<file path="config.mk">
export PLATFORM = sky130hd
export DESIGN_NAME = descrypt_pkt_parser
export DESIGN_NICKNAME = d
export VERILOG_FILES = /design/src/rtl/descrypt_pkt_parser.sv
export SDC_FILE = /design/constraint.sdc
export NUM_CORES = 1
export LEC_CHECK = 0
export ABC_AREA = 1
export BUFFER_PORTS_ARGS = -buffer_cell sky130_fd_sc_hd__buf_2
export CAP_MARGIN = 20
export CORE_AREA = 2 2 148 136
export DETAILED_ROUTE_END_ITERATION = 12
export DIE_AREA = 0 0 150 138
export PLACE_DENSITY = 0.89
export SETUP_SLACK_MARGIN = 0.1
export SLEW_MARGIN = 25
export SYNTH_ARGS = -nofsm -noshare
export SYNTH_HDL_FRONTEND = slang
export SYNTH_SLANG_ARGS = --single-unit
</file>
<file path="constraint.sdc">
create_clock -name PKT_COMM_CLK -period 3.55 [get_ports PKT_COMM_CLK]
set_input_delay 0.1775 -clock PKT_COMM_CLK [delete_from_list [all_inputs] [get_ports PKT_COMM_CLK]]
set_output_delay 0.1775 -clock PKT_COMM_CLK [all_outputs]
set_load 0.1 [all_outputs]
</file>
<file path="src/rtl/descrypt_pkt_parser.sv">
// descrypt_pkt_parser: parses and checksums host packets, forwarding body bytes downstream
module descrypt_pkt_parser #(
  parameter int DISABLE_CHECKSUM = 0,
  parameter int PKT_MAX_LEN = 65536
) (
  input  logic        PKT_COMM_CLK,
  input  logic        rst,
  input  logic [7:0]  din,
  input  logic        empty,
  output logic        rd_en,
  output logic [7:0]  dout,
  output logic        wr_en,
  input  logic        full,
  output logic [7:0]  pkt_type,
  output logic [15:0] pkt_id,
  output logic        pkt_end,
  output logic        pkt_done,
  output logic [7:0]  pkt_comm_status
);
  typedef enum logic [2:0] {HDR, HDR_CSUM, BODY, BODY_CSUM, ERR} state_t;
  state_t state;
  logic [23:0] cnt, len;
  logic [7:0] ver, typ;
  logic [15:0] id;
  logic [31:0] sum, rx, add, sum_nxt, rx_nxt;
  logic csum_ok;
  logic [3:0] hdr_err;
  assign rd_en = !rst && !empty && state != ERR && !(state == BODY && full);
  assign wr_en = rd_en && state == BODY;
  assign dout = din;
  assign pkt_end = wr_en && cnt == len - 24'd1;
  // Each byte lands in its little-endian lane of a 32-bit word, so a running sum equals the word sum
  always_comb begin
    add = 32'(din) << {cnt[1:0], 3'b000};
    sum_nxt = sum + add;
    rx_nxt = rx | add;
    csum_ok = DISABLE_CHECKSUM != 0 || ~sum == rx_nxt;
    hdr_err = {!csum_ok, len == 24'd0 || {8'd0, len} > 32'(PKT_MAX_LEN),
               typ == 8'd0 || typ > 8'd3, ver != 8'd2};
  end
  always_ff @(posedge PKT_COMM_CLK) begin
    if (rst) begin
      state <= HDR;
      cnt <= '0;
      len <= '0;
      ver <= '0;
      typ <= '0;
      id <= '0;
      sum <= '0;
      rx <= '0;
      pkt_type <= '0;
      pkt_id <= '0;
      pkt_done <= 1'b0;
      pkt_comm_status <= '0;
    end else begin
      pkt_done <= 1'b0;
      if (rd_en) begin
        case (state)
          HDR: begin
            sum <= sum_nxt;
            if (cnt == 24'd0) ver <= din;
            if (cnt == 24'd1) typ <= din;
            if (cnt == 24'd4) len[7:0] <= din;
            if (cnt == 24'd5) len[15:8] <= din;
            if (cnt == 24'd6) len[23:16] <= din;
            if (cnt == 24'd8) id[7:0] <= din;
            if (cnt == 24'd9) id[15:8] <= din;
            cnt <= cnt == 24'd9 ? '0 : cnt + 24'd1;
            if (cnt == 24'd9) begin
              state <= HDR_CSUM;
              rx <= '0;
            end
          end
          HDR_CSUM: begin
            rx <= rx_nxt;
            cnt <= cnt + 24'd1;
            if (cnt == 24'd3) begin
              cnt <= '0;
              sum <= '0;
              if (|hdr_err) begin
                pkt_comm_status[3:0] <= pkt_comm_status[3:0] | hdr_err;
                state <= ERR;
              end else begin
                pkt_type <= typ;
                pkt_id <= id;
                state <= BODY;
              end
            end
          end
          BODY: begin
            sum <= sum_nxt;
            cnt <= cnt + 24'd1;
            if (cnt == len - 24'd1) begin
              cnt <= '0;
              rx <= '0;
              state <= BODY_CSUM;
            end
          end
          BODY_CSUM: begin
            rx <= rx_nxt;
            cnt <= cnt + 24'd1;
            if (cnt == 24'd3) begin
              cnt <= '0;
              sum <= '0;
              if (csum_ok) begin
                pkt_done <= 1'b1;
                state <= HDR;
              end else begin
                pkt_comm_status[4] <= 1'b1;
                state <= ERR;
              end
            end
          end
          ERR: ;
          default: ;
        endcase
      end
    end
  end
endmodule

</file>
# [After elaboration in Yosys (flattened, before gate mapping)]
# Cells that the tools add are included.
[totals] regBits=177 input_bits=12 out_inout_bits=44 word_cells=103
[op_classes] addsub=3 order_cmp=2 n_eq_ne=19 shift=1 muxes=17 n_bitwise=8 reduce_logical=37
[ops] operator="$mux W32" count=3
[ops] operator="$pmux W32 S3" count=1
[ops] operator="$eq A24 B3 Y1 const B" count=3
[ops] operator="$mux W24" count=3
[ops] operator="$pmux W24 S3" count=1
[ops] operator="$pmux W32 S2" count=1
[ops] operator="$eq A24 B4 Y1 const B" count=2
[ops] operator="$logic_not A24 Y1" count=2
[ops] operator="$add A32 B32 Y32" count=1
[ops] operator="$eq A32 B32 Y1" count=1
[ops] operator="$not A32 Y32" count=1
[ops] operator="$or A32 B32 Y32" count=1
[ops] operator="$shl A8 B5 Y32" count=1
[ops] operator="$add A24 B1 Y24 const B" count=1
[ops] operator="$eq A24 B1 Y1 const B" count=1
[ops] operator="$eq A24 B2 Y1 const B" count=1
[ops] operator="$eq A24 B24 Y1" count=1
[ops] operator="$gt A24 B17 Y1 const B" count=1
[ops] operator="$reduce_and A3 Y1" count=8
[ops] operator="$sub A24 B1 Y24 const B" count=1
[ops] operator="$mux W3" count=6
[ops] operator="$reduce_and A4 Y1" count=4
[ops] operator="$pmux W3 S4" count=1
[ops] operator="$gt A8 B2 Y1 const B" count=1
[ops] operator="other kinds (21)" count=40

# [Longest topological paths before layout]
# Gate-level depths: netlist of the first run.
[depth] word_depth=8 mapped_depth=21 depth_no_buf=20

# [Worst setup path after synthesis of the first run]
# OpenSTA, ideal clock, no wires.
[synth_path] path_kind="register to output" startpoint="register state[1]" endpoint="output port pkt_end" t_arrival_ns=5.377 required_time_ns=3.372 path_slack_ns=-2.005 path_stages_with_launch=8 path_buffers=1 cell_sequence="dfxtp_1 > inv_1 > nor3_1 > clkbuf_1 > inv_1 > nor2_1 > inv_1 > nor4_1"
[synth_via] elab_chain_len=6
[synth_rtl] item="from (decl)" line="21" source="state_t state;"
[synth_rtl] item="from (signal assigned)" line="43" source="state <= HDR;"
[synth_rtl] item="from (signal assigned)" line="70" source="state <= HDR_CSUM;"
[synth_rtl] item="from (signal assigned)" line="82" source="state <= ERR;"
[synth_rtl] item="$eq A3 B2 Y1" line="28, 29"
[synth_rtl] item="$logic_and A1 B1 Y1" line="28" source="assign rd_en = !rst && !empty && state != ERR && !(state == BODY && full);"
[synth_rtl] item="$logic_not A1 Y1" line="28"
[synth_rtl] item="$logic_and A1 B1 Y1" line="28"
[synth_rtl] item="$logic_and A1 B1 Y1 *" line="29" source="assign wr_en = rd_en && state == BODY;"
[synth_rtl] item="via wr_en" line="12" source="output logic wr_en,"
[synth_rtl] item="$logic_and A1 B1 Y1 *" line="31" source="assign pkt_end = wr_en && cnt == len - 24'd1;"
[synth_rtl] item="to (decl)" line="16" source="output logic pkt_end,"
# Mark *: on every way through the listed nets, which the timed path passes. The rest lies on a longest branch.

# [Worst setup path in the final report of the first run]
[layout_path] startpoint="register len[0]" endpoint="output port pkt_end"
[layout_via] elab_chain_len=3
[layout_rtl] item="from (decl)" line="22" source="logic [23:0] cnt, len;"
[layout_rtl] item="from (signal assigned)" line="63" source="if (cnt == 24'd4) len[7:0] <= din;"
[layout_rtl] item="$sub A24 B1 Y24" line="31"
[layout_rtl] item="$eq A24 B24 Y1" line="31"
[layout_rtl] item="$logic_and A1 B1 Y1" line="31"
# No other way between the ends.

==> impl_metrics.csv, run 1 <==
group,metric,value,unit
logic_synthesis,synth_compound_area_frac,0.1351,
sta,fin_tns_setup,0,ps
critical_path,cpLargestDelayFamily,"simple AND/OR/NAND/NOR gates",
logic_synthesis,synth-edff-count,0,
pwr,powerDensity,350.9,nW/um^2
critical_path,crit_path_end_kind,"primary output",
critical_path,required,3370,ps
logic_synthesis,synth_simple_gate_area_frac,0.3650,
logic_synthesis,synth_top_family_by_area,"simple AND/OR/NAND/NOR gates",
clocking,clock_latency,450,ps
global_route,grt_antenna_before_repair,0,
sta,drv_slew,0,
critical_path,rrSetupSlack,350,ps
route,drt_iter0_drc,1071,
logic_synthesis,synth_xor_area_frac,0.04392,
cells_and_area,multi_input_area,6962,sq um
route,drt-vias-per-instance,5.662,
placed_design,hpwl,24.70,mm
min_path,holdPathEnd,"len[21]",
min_path,holdPathStages,3,
sta,finalHoldViolations,0,
logic_synthesis,async_flop_share,0,
route,drtAntennaViolNets,0,
cells_and_area,antenna_cells,0,
route,drc,0,
sta,timing.hold.ws,197.6,ps
floorplan,die_w,150,um
route,drt_first_pass_iters,9,
global_route,grt_max_degree,75,
sta,setup_violations,0,
critical_path,critPathLaunchType,"register",
logic_synthesis,avgSynthCellArea,6.224,sq um
critical_path,critical_path.max_stage_delay,380,ps
floorplan,start_util,0.6117,
route,via_count,12332,
clocking,clockBufferDepth,2,
logic_synthesis,yosysTopAreaCellShare,0.2990,
critical_path,worstSetupPathType,"register to primary output",
cells_and_area,nFillCells,1724,
sta,fin_crit,3335,ps
min_path,hold_class,"input port to register",
sta,min_period_over_period,0.9395,
logic_synthesis,synth_area,11850,sq um
logic_synthesis,yosys_warnings,0,
logic_synthesis,synth_cell_types,43,
clocking,clock_sinks,177,
logic_synthesis,ys_seq_area_frac,0.2990,
logic_synthesis,synthAdderAreaFrac,0.04076,
global_route,overflow,0,
floorplan,die_area,20700,sq um
critical_path,reg2reg_depth,18,
sta,rsz0062_at_grt,"false",
critical_path,cp_cell_sequence,"inv_1, ha_1, nand2_2, nor2_8, xor2_2, nand2_1, nor4_1, nand3_1, nor2_1, nand2_1, nor4_4, clkbuf_4",
cells_and_area,nNetsFinal,1960,
cells_and_area,syn2layout_area_growth,8.003,%
floorplan,coreArea,19370,sq um
floorplan,rows,49,
sta,fmax,299.8,MHz
floorplan,die_h,138,um
flow_run,maxCapViolCount,0,
pwr,p_leak,6.558,nW
clocking,holdBufCountCts,0,
sta,max_slew.worst_pin.slew,927.5,ps
min_path,min-delay-start,"din[5]",
placed_design,numPortBuffers,52,
clocking,cts-root-buf,"clkbuf_16",
logic_synthesis,yosys-mux-area-fraction,0,
critical_path,path_max_fanout,10,
logic_synthesis,synth_area_leaders,"dfxtp_1, nand2_1, nor2_1",
critical_path,reg2reg_from,"cnt[0]",
critical_path,worst-path-buf-inv,2,
cells_and_area,final_util,0.6606,
critical_path,cp.arrival,3160,ps
logic_synthesis,yosysTopAreaCell,"dfxtp_1",
logic_synthesis,syn-instance-count,1904,
placed_design,finalWeightedCongestion,0.9588,
clocking,cts_tree,"yes",
pwr,p_total,4.491,mW
clocking,cts_buffers,17,
global_route,track_usage,0.3292,
pwr,ir_drop,0.0003339,V
route,avgRoutedWirePerCell,15.82,um
critical_path,crit_top_cell,"nand2_1",
critical_path,r2r-end,"sum[16]",
route,drt-total-wl,34.46,mm
clocking,clk_pin_slew,80,ps
clocking,h-tree-depth,4,
floorplan,num_io_pins,56,
cells_and_area,drive_gt1_frac,0.08320,
sta,fin_skew,18.55,ps
sta,relSlewSlack,0.3817,
critical_path,cp_slowest_cell,"nor4_1",
logic_synthesis,synth_flop_cell,"dfxtp_1",
status,status,"finished, final reports clean",
cells_and_area,seq_area,3545,sq um
logic_synthesis,synth.ff_latch_count,177,
global_route,grt_pass1_vias,11190,
global_route,grt_pass1_wl,55.04,mm
repair_timing:
action                                 in CTS  in global routing
endpoints found under the hold margin       0                  0
setup endpoints to repair                   0                  4
setup buffers                               0                  3
gates resized for setup                     0                  3
cell usage after synthesis (2+ instances only):
cell	instances
nand2_1	495
nor2_1	253
inv_1	250
dfxtp_1	177
a21oi_1	162
nand3_1	121
o21ai_0	80
xor2_1	46
clkbuf_1	42
nand4_1	42
ha_1	37
buf_2	20
a211oi_1	18
buf_4	16
nand2_2	15
nor4_1	14
or2_2	14
nand3b_1	12
nor3_1	11
a21boi_0	9
nor2_4	9
xnor2_1	9
nor2_2	8
o21bai_1	6
o21a_1	5
a21o_1	4
inv_2	4
buf_6	3
o211ai_1	3
a221oi_1	2
a31oi_1	2
and2_1	2
clkinv_1	2
o221ai_1	2
stage by stage:
| step | area [sq um] | setup slack, ps | instances |
|---|---|---|---|
| 2_1_floorplan | 11880 | 166.0 | 1906 |
| 3_3_place_gp | 12130 | 610.4 | 2142 |
| 3_5_place_dp | 12130 | 463.5 | 2142 |
| 4_1_cts | 12760 | 203.4 | 2174 |
| 5_1_grt | 12800 | 116.5 | 2178 |
| 6_report | 12800 | 214.8 | 2178 |
per-layer routing:
layer	global-route usage	wire [um]
met1	0.4426	14740
met2	0.5239	15610
met3	0.06634	3063
met4	0.1202	1049
met5	0	0
cell families after synthesis:
family | Yosys count
and+or+nand+nor | 1000
buffers and inverters | 337
AOI/OAI and AO/OA | 294
DFF | 177
xor gates and xnor gates | 57
adders and majority gates | 38
other | 1
power breakdown:
group / total (mW) / switching, mW / internal [mW]
clock network: 1.98 / 1.00 / 0.973
registers: 2.05 / 0.0358 / 2.01
logic: 0.468 / 0.340 / 0.128
total: 4.49 / 1.38 / 3.11
state kept, by name, indices dropped and copies added, names as in the netlist:
signal	flops
rx	32
sum	32
cnt	24
len	24
id	16
pkt_id	16
pkt_type	8
typ	8
ver	8
pkt_comm_status	5
state	3
pkt_done	1
placed cells by master, fill, tap and decap left out, drive strengths merged, types with 3 or more instances in the layout:
cell      netlist  final
nand4          42     42
nor3           11     11
a21boi          9      9
o21ai          81     81
a21oi         162    162
conb            1      3
clkinv          2     10
dfxtp         177    177
clkinvlp        0      3
or2            14     14
o211ai          3      3
xnor2           9      9
buf            39     64
inv           254    259
nand2         510    510
o21bai          6      6
nor4           15     15
nand3b         13     13
o21a            5      5
xor2           47     47
ha             37     37
a21o            4      4
a211oi         18     18
nor2          271    271
nand3         122    122
clkbuf         42     18
worst min-delay path: cells and delay by family:
kind / cells / cell delay [ps]
AOI/OAI and AO/OA: 2 / 230
buffers and inverters: 1 / 180
worst max path at each step:
stage,start,end,slack (ps),depth (start not counted)
detailed placement,cnt[0],sum[18],460,17
finish,len[0],pkt_end,210,12
global route,len[0],pkt_end,120,12
floorplan,state[1],pkt_end,170,7
global placement,cnt[0],sum[18],610,17
CTS,len[0],pkt_end,200,12
cell type report:
cell class	count	share of cell area
Multi-Input combinational cell	1392	0.5439
Sequential cell	177	0.2770
Inverter	256	0.07537
Clock buffer	17	0.03324
Timing Repair Buffer	65	0.02913
Tap cell	255	0.02493
Clock inverter	15	0.01603
Timing Repair inverter	1	0.0003910
Note: power is estimated with default switching activity, not from simulation.
==> inputs of run 2 (changes only) <==
PLACE_DENSITY = 0.81   (was 0.89)
==> impl_metrics.csv, run 2 (same netlist as run 1, synthesis figures left out) <==
group,metric,value,unit
sta,fmax,318.7,MHz
critical_path,reg2reg_from,"cnt[1]",
critical_path,worstSetupPathType,"register to primary output",
critical_path,cp.arrival,2960,ps
sta,fin_skew,10.67,ps
cells_and_area,antenna_cells,0,
global_route,grt_util_met3,0.06370,
sta,relSlewSlack,0.3770,
clocking,cts_buffers,17,
critical_path,rrSetupSlack,420,ps
clocking,clock_latency,460,ps
floorplan,rows,49,
cells_and_area,reg_top3,"rx: 32 flops, sum: 32 flops",
cells_and_area,nNetsFinal,1962,
global_route,grt_max_degree,75,
global_route,grt_antenna_before_repair,0,
critical_path,r2r-end,"sum[24]",
global_route,use_met2,0.5359,
min_path,hold_class,"input port to register",
global_route,track_usage,0.3316,
global_route,met1_usage,0.4301,
route,drt-vias-per-instance,5.563,
floorplan,die_w,150,um
pwr,powerDensity,350.8,nW/um^2
cells_and_area,syn2layout_area_growth,8.278,%
clocking,h-tree-depth,4,
min_path,holdPathEnd,"len[21]",
status,status,"finished, final reports clean",
placed_design,hpwl,24.89,mm
pwr,p_total,4.501,mW
clocking,holdBufCountCts,0,
global_route,top_usage_layer,"met2",
sta,min_period_over_period,0.8839,
min_path,holdPathStages,3,
critical_path,reg2reg_depth,19,
route,via_count,12128,
critical_path,crit_path_end_kind,"primary output",
sta,timing.hold.ws,177.2,ps
critical_path,critPathLaunchType,"register",
floorplan,coreArea,19370,sq um
min_path,min-delay-start,"din[5]",
global_route,grt_pass1_wl,54.82,mm
sta,fin_crit,3138,ps
sta,rsz0062_at_grt,"false",
critical_path,path_max_fanout,10,
floorplan,start_util,0.6117,
global_route,grt_pass1_vias,10915,
global_route,overflow,0,
placed_design,finalWeightedCongestion,0.9516,
placed_design,numPortBuffers,52,
clocking,clock_sinks,177,
route,drt_first_pass_iters,5,
critical_path,required,3370,ps
route,drt_iter0_drc,965,
sta,finalHoldViolations,0,
floorplan,die_area,20700,sq um
route,drc,0,
clocking,clockBufferDepth,2,
floorplan,num_io_pins,56,
pwr,p_leak,6.577,nW
route,drt-total-wl,34.15,mm
cells_and_area,drive_gt1_frac,0.08416,
sta,fin_tns_setup,0,ps
clocking,cts-root-buf,"clkbuf_16",
sta,setup_violations,0,
cells_and_area,layout_commonest_cell,"nand2_1",
pwr,ir_drop,0.0003212,V
sta,drv_slew,0,
clocking,clk_pin_slew,80,ps
route,drtAntennaViolNets,0,
floorplan,die_h,138,um
sta,max_slew.worst_pin.slew,934.5,ps
flow_run,maxCapViolCount,0,
clocking,cts_tree,"yes",
route,avgRoutedWirePerCell,15.67,um
cells_and_area,mostFrequentLayoutCells,"nand2_1, nor2_1, inv_1, dfxtp_1, a21oi_1",
[run 2: cell count changes in the layout (fill, tap and decap cells not counted)]
cell | before | now
buf_12 | 1 | 2
clkinvlp_2 | 1 | 0
buf_4 | 12 | 14
inv_6 | 1 | 3
inv_12 | 2 | 3
inv_8 | 3 | 1
clkinv_4 | 1 | 0
[run 2: layout make-up]
cell class,count,area [sq um]
repair buffers,68,407.9
multi-input cells,1392,6962
clock inverters,15,207.7
well taps,255,319.1
flip-flops and latches,177,3545
clock buffers,17,425.4
fillers,1830,6543
inverters,256,964.7
[run 2: worst max-delay path, stage by stage, from the launching register on]
cell and delay [ps]:
dfxtp_1 330, inv_1 130, ha_1 250, nand2_2 150, nor2_8 230, xor2_2 190, nand2_1 110, nor4_1 250
nand3_1 160, nor2_1 130, nand2_1 90, nor4_4 120, clkbuf_4 360
[run 2: where the power goes]
| part | switching [mW] | internal (mW) |
|---|---|---|
| clock network | 1.01 | 0.975 |
| logic | 0.344 | 0.131 |
| registers | 0.0325 | 2.01 |
| total | 1.39 | 3.12 |
[run 2: per-stage QoR]
step	instance area [sq um]	worst slack, ps	utilization	std cells
2_1_floorplan	11880	166.0	-	1906
3_3_place_gp	12170	469.4	0.6281	2145
3_5_place_dp	12170	444.6	0.6281	2145
4_1_cts	12800	319.5	0.6607	2177
5_1_grt	12830	105.7	0.6623	2180
6_report	12830	412.1	0.6623	2180
[run 2: worst max path at each step]
stage / from / end / slack [ps]
global route: cnt[1] / sum[20] / 110
detailed placement: cnt[0] / sum[24] / 440
floorplan: state[1] / pkt_end / 170
CTS: len[0] / pkt_end / 320
global placement: cnt[0] / sum[24] / 470
finish: len[0] / pkt_end / 410
[run 2: repair_timing]
item / in CTS / in global routing
endpoints found under the setup margin: 0 / 11
gates resized for setup: 0 / 3
setup buffers: 0 / 3
[run 2: layer usage]
layer | vias to the layer above | wire length, um
li1 | 6079 | -
met1 | 5493 | 14330
met2 | 465 | 15640
met3 | 91 | 2664
met4 | 0 | 1516
met5 | - | 0
